$ cat src/rtl/alu_wide_sequencer.sv
// Issue stage in front of a W-bit combinational ALU: runs 2W-bit operations as two
// W-bit beats (low word first, carry chained) or a single beat for narrow operations.
module alu_wide_sequencer #(
   parameter int unsigned W = 32
) (
   input  logic            clk,
   input  logic            rst_n,
   input  logic            in_valid,
   output logic            in_ready,
   input  logic [2*W-1:0]  in_opA,
   input  logic [2*W-1:0]  in_opB,
   input  logic [3:0]      in_S,
   input  logic            in_M,
   input  logic            in_Cin,
   input  logic            in_narrow,
   output logic [W-1:0]    alu_opA,
   output logic [W-1:0]    alu_opB,
   output logic [3:0]      alu_S,
   output logic            alu_M,
   output logic            alu_Cin,
   input  logic [W-1:0]    alu_DO,
   input  logic            alu_C,
   input  logic            alu_V,
   input  logic            alu_N,
   input  logic            alu_Z,
   output logic            out_valid,
   input  logic            out_ready,
   output logic [2*W-1:0]  out_DO,
   output logic            out_C,
   output logic            out_V,
   output logic            out_N,
   output logic            out_Z
);

   localparam int unsigned W2 = 2 * W;

   typedef enum logic [1:0] {IDLE, LO, HI, DONE} state_t;

   state_t          state;
   state_t          state_nxt;
   logic [W2-1:0]   opa_q;
   logic [W2-1:0]   opb_q;
   logic [3:0]      s_q;
   logic            m_q;
   logic            cin_q;
   logic            narrow_q;
   logic            carry_lo;
   logic            z_lo;
   logic            accept_c;

   // Ready is combinational so a held result can retire and a new op enter on one edge
   assign in_ready = (state == IDLE) | ((state == DONE) & out_ready);
   assign accept_c = in_valid & in_ready;

   always_ff @(posedge clk or negedge rst_n) begin
      if (!rst_n) state <= IDLE;
      else        state <= state_nxt;
   end

   always_comb begin
      state_nxt = state;
      case (state)
         IDLE:    if (accept_c) state_nxt = LO;
         LO:      state_nxt = narrow_q ? DONE : HI;
         HI:      state_nxt = DONE;
         DONE:    if (out_ready) state_nxt = in_valid ? LO : IDLE;
         default: state_nxt = IDLE;
      endcase
   end

   always_comb begin
      alu_opA = '0;
      alu_opB = '0;
      alu_S   = '0;
      alu_M   = 1'b0;
      alu_Cin = 1'b0;
      case (state)
         LO: begin
            alu_opA = opa_q[W-1:0];
            alu_opB = opb_q[W-1:0];
            alu_S   = s_q;
            alu_M   = m_q;
            alu_Cin = cin_q;
         end
         HI: begin
            alu_opA = opa_q[W2-1:W];
            alu_opB = opb_q[W2-1:W];
            alu_S   = s_q;
            alu_M   = m_q;
            alu_Cin = carry_lo;
         end
         default: ;
      endcase
   end

   // Operand capture and result assembly; out_valid tracks entry into DONE
   always_ff @(posedge clk or negedge rst_n) begin
      if (!rst_n) begin
         opa_q     <= '0;
         opb_q     <= '0;
         s_q       <= '0;
         m_q       <= 1'b0;
         cin_q     <= 1'b0;
         narrow_q  <= 1'b0;
         carry_lo  <= 1'b0;
         z_lo      <= 1'b0;
         out_valid <= 1'b0;
         out_DO    <= '0;
         out_C     <= 1'b0;
         out_V     <= 1'b0;
         out_N     <= 1'b0;
         out_Z     <= 1'b0;
      end else begin
         out_valid <= (state_nxt == DONE);
         if (accept_c) begin
            opa_q    <= in_opA;
            opb_q    <= in_opB;
            s_q      <= in_S;
            m_q      <= in_M;
            cin_q    <= in_Cin;
            narrow_q <= in_narrow;
         end
         case (state)
            LO: begin
               out_DO[W-1:0] <= alu_DO;
               carry_lo      <= alu_C;
               z_lo          <= alu_Z;
               if (narrow_q) begin
                  out_DO[W2-1:W] <= '0;
                  out_C          <= alu_C;
                  out_V          <= alu_V;
                  out_N          <= alu_N;
                  out_Z          <= alu_Z;
               end
            end
            HI: begin
               out_DO[W2-1:W] <= alu_DO;
               out_C          <= alu_C;
               out_V          <= alu_V;
               out_N          <= alu_N;
               out_Z          <= z_lo & alu_Z;
            end
            default: ;
         endcase
      end
   end

endmodule

$ cat config.mk
export PLATFORM = sky130hd
export DESIGN_NAME = alu_wide_sequencer
export DESIGN_NICKNAME = d
export VERILOG_FILES = /design/src/rtl/alu_wide_sequencer.sv
export SDC_FILE = /design/constraint.sdc
export NUM_CORES = 1
export LEC_CHECK = 0
export ABC_CLOCK_PERIOD_IN_PS = 6120
export BUFFER_PORTS_ARGS = -buffer_cell sky130_fd_sc_hd__buf_4
export CAP_MARGIN = 20
export CORE_MARGIN = 5
export CORE_UTILIZATION = 54
export DETAILED_ROUTE_END_ITERATION = 16
export PLACE_DENSITY = 0.89
export SYNTH_ARGS = -nofsm -noshare
export SYNTH_HDL_FRONTEND = slang
export SYNTH_SLANG_ARGS = --single-unit
$ cat constraint.sdc
create_clock -name clk -period 6.12 [get_ports clk]
set_input_delay 1.224 -clock clk [delete_from_list [all_inputs] [get_ports clk]]
set_output_delay 1.224 -clock clk [all_outputs]
set_load 0.01 [all_outputs]
==> impl_results.md <==
- Status: finished, final reports clean
- Levels on crit path: 6
- I/O Buffers: 314
- Post-Syn Nets: 802
- WL final: 24,050 µm
- Post-CTS Setup Bufs: 0
- Die area: 19,230 µm²
- Async SR Flop Fraction: 100.0%
- Fillers: 1,010
- Fmax: 0.2438 GHz
- TritonCTS clock tree: built
- Slowest library cell on the worst path: ha_2
- Critical Path Max Stage Delay: 0.68 ns
- CP top delay family: buffers and inverters
- Largest net degree at the start of global routing: 106
- Relative max-transition margin: 33.46%
- Crit path to: alu_opB[28]
- Via count: 6,410
- Die Ht: 138.7 µm
- Wire length of the first global-routing pass: 38,630 µm
- Post-DRT Antenna Nets: 0
- Setup violations, final: 0
- Initial antenna violation count: 0
- CP bufs+invs: 3
- Ant diodes: 0
- CP Cell Sequence: inv_1 > ha_2 > buf_4 > a22oi_1 > nor2b_1 > buf_4
- Area after DPL: 11,430 µm²
- RSZ-0062 raised after global routing: false
- Hpwl dp: 15,930 µm
- Clock Sinks: 208
- First-pass DRT Iterations: 4
- Num CTS Buffers: 22
- Remaining global-route overflow: 0
- Clock Tree Root: clkbuf_16
- CP endpoint kind: primary output
- Pwr/cell area: 593.0 nW/µm²
- HP Class: reg2reg
- Cell Rows: 47
- Worst Reg-to-Reg Cells: 6
- Starting Density: 54.50%
- Worst Skew: 0.009890 ns
- Max-Cap Viols: 0
- Final Worst Setup Slack: 2.018 ns
- Tightest Pin Transition: 0.9981 ns
- Worst flop-to-flop path endpoint: opb_q[39]
- Final weighted congestion in routability-driven placement: 0.7949
- Number of synthesized register bits: 208
- Clock buffer depth: 3
- Required time worst endpoint: 4.90 ns
- CORE AREA: 16,410 µm²
- Remaining DRCs: 0
- Clk_lat worst skew: 0.49 ns
- Total Routing Usage GR: 24.29%
- Syn. warnings: 0
- Design area: 12,230 µm²
- Setup crit start: state[0]
- Syn Area/Cell: 14.38 µm²
- Clk slew on worst S/H paths: 0.06 ns
- 1st-iter DRT viols: 299
- Average wire per standard cell: 20.84 µm
- Final Power: 7.254 mW
- I/O pin count: 315
- Final Net Count: 1,099
- Number of vias per cell: 5.555
- # placed instances: 1,114
- Number of flops mapped to enable cells by yosys: 0
- Max VDD drop: 438.0 µV
- R2r setup slk: 3.42 ns
- Cts hold-fix bufs: 0
- Place WS: 2.545 ns
- Cell Area, Synth: 8942 µm²
- Most Frequent Cell on Critical Path: buf_4
- Vias in the first global route: 7,058
- Share of cells above drive strength 1: 57.17%
- Post-Syn Instances: 622
- Ys flop type: dfrtp_1
- Critical path class: reg2out
- Leakage Power: 5.720 nW
- Final Non-Filler Cells: 1,154
- TNS Setup: 0 ns
- CP Launch Type: flop
- Pins Over Slew Limit: 0
- Area Overhead vs Synth: 36.78%
- CP arrival: 2.88 ns
- Die width: 138.7 µm
- Final hold vios: 0
- Period minus WS final: 4.102 ns
- Register area share after synthesis: 58.21%
- Synth cell types: 24
- Period Utilization, post-route: 67.03%
- CTS HTree Levels: 1
- Resized Gates After CTS: 0
- Worst r2r src: state[0]
- Maximum fanout along the worst path: 42
[cell families (layout without fill, tap and decap cells)]
family / Yosys count / count (layout) / synth area share, %
buffers and inverters: 51 / 363 / 2.980
AOI/OAI and AO/OA: 110 / 110 / 9.529
DFF: 208 / 208 / 58.21
adders and majority gates: 5 / 5 / 0.6996
and+or+nand+nor: 75 / 75 / 5.177
muxes: 173 / 173 / 23.41
[where the power goes]
part	leakage, nW	internal, mW	switching (mW)	total, mW
clock	0.388	0.882	0.529	1.41
combinational	2.85	1.85	1.51	3.36
sequential	2.49	2.07	0.409	2.48
[per-layer routing]
metal	vias to the layer above	global-route usage (%)	wire [µm]
met1	3231	29.96	9308
met4	0	7.930	809
li1	2847	-	-
met5	-	0	0
met3	57	7.517	1934
met2	275	41.11	12000
[how the worst min path moves through the flow]
| stage | from | endpoint | depth (start not counted) |
|---|---|---|---|
| after CTS | out_Z | out_Z | 2 |
| after detailed placement | out_Z | out_Z | 2 |
| after global placement | out_Z | out_Z | 2 |
| after global routing | s_q[2] | s_q[2] | 1 |
| final | out_Z | out_Z | 2 |
| after floorplan | m_q | m_q | 1 |
[area by class of cell]
type / count / area [µm²] / area share, %
clock buffer: 32 / 669.4 / 5.473
clock inverter: 7 / 110.1 / 0.9002
timing repair buffer: 320 / 2446 / 20.00
tap: 220 / 275.3 / 2.250
multi-input combinational: 363 / 3511 / 28.70
inverter: 4 / 15.01 / 0.1227
sequential: 208 / 5205 / 42.55
[worst min-delay path, stage by stage, from the launching register on]
cell,delay [ns]
dfrtp_1,0.34
nand2_1,0.04
o21ai_0,0.06
[state kept, by name, indices dropped and copies added, names as in the netlist]
signal,flops
cin_q,1
m_q,1
s_q,4
opa_q,64
out_C,1
out_valid,1
out_DO,64
out_N,1
state,2
out_V,1
z_lo,1
carry_lo,1
narrow_q,1
opb_q,64
out_Z,1
[cells in the mapped netlist, types with 2 or more instances]
cell type,count,area [µm²]
clkbuf_1,25,93.84
mux2_4,38,570.6
and2_1,6,37.54
o21ai_0,4,20.02
a21o_1,2,15.01
nand2_1,2,7.510
buf_2,15,75.07
buf_8,3,45.04
mux2_2,134,1509
dfrtp_1,208,5205
inv_1,4,15.01
a22oi_1,66,495.5
ha_1,5,62.56
a22o_1,32,280.3
a21oi_1,2,10.01
nor2b_1,66,412.9
buf_6,3,33.78
[through the flow]
stage          utilization [%]  hold WS [ns]
5_1_grt                  74.55        0.5197
3_3_place_gp             69.68        0.4677
3_5_place_dp             69.68        0.4827
4_1_cts                  74.43        0.4957
6_report                 74.55        0.4869
2_1_floorplan                -        0.4727
[cells in the final DEF, fill, tap and decap left out, types with 4 or more instances in the layout]
cell       count
inv_1          4
nor2b_1       66
clkinv_2       4
dfrtp_1      208
mux2_2       134
and2_1         5
clkbuf_8       7
clkbuf_16     23
mux2_4        38
buf_4        316
o21ai_0        4
a22oi_1       66
a22o_1        32
Note: power is estimated with default switching activity, not from simulation.
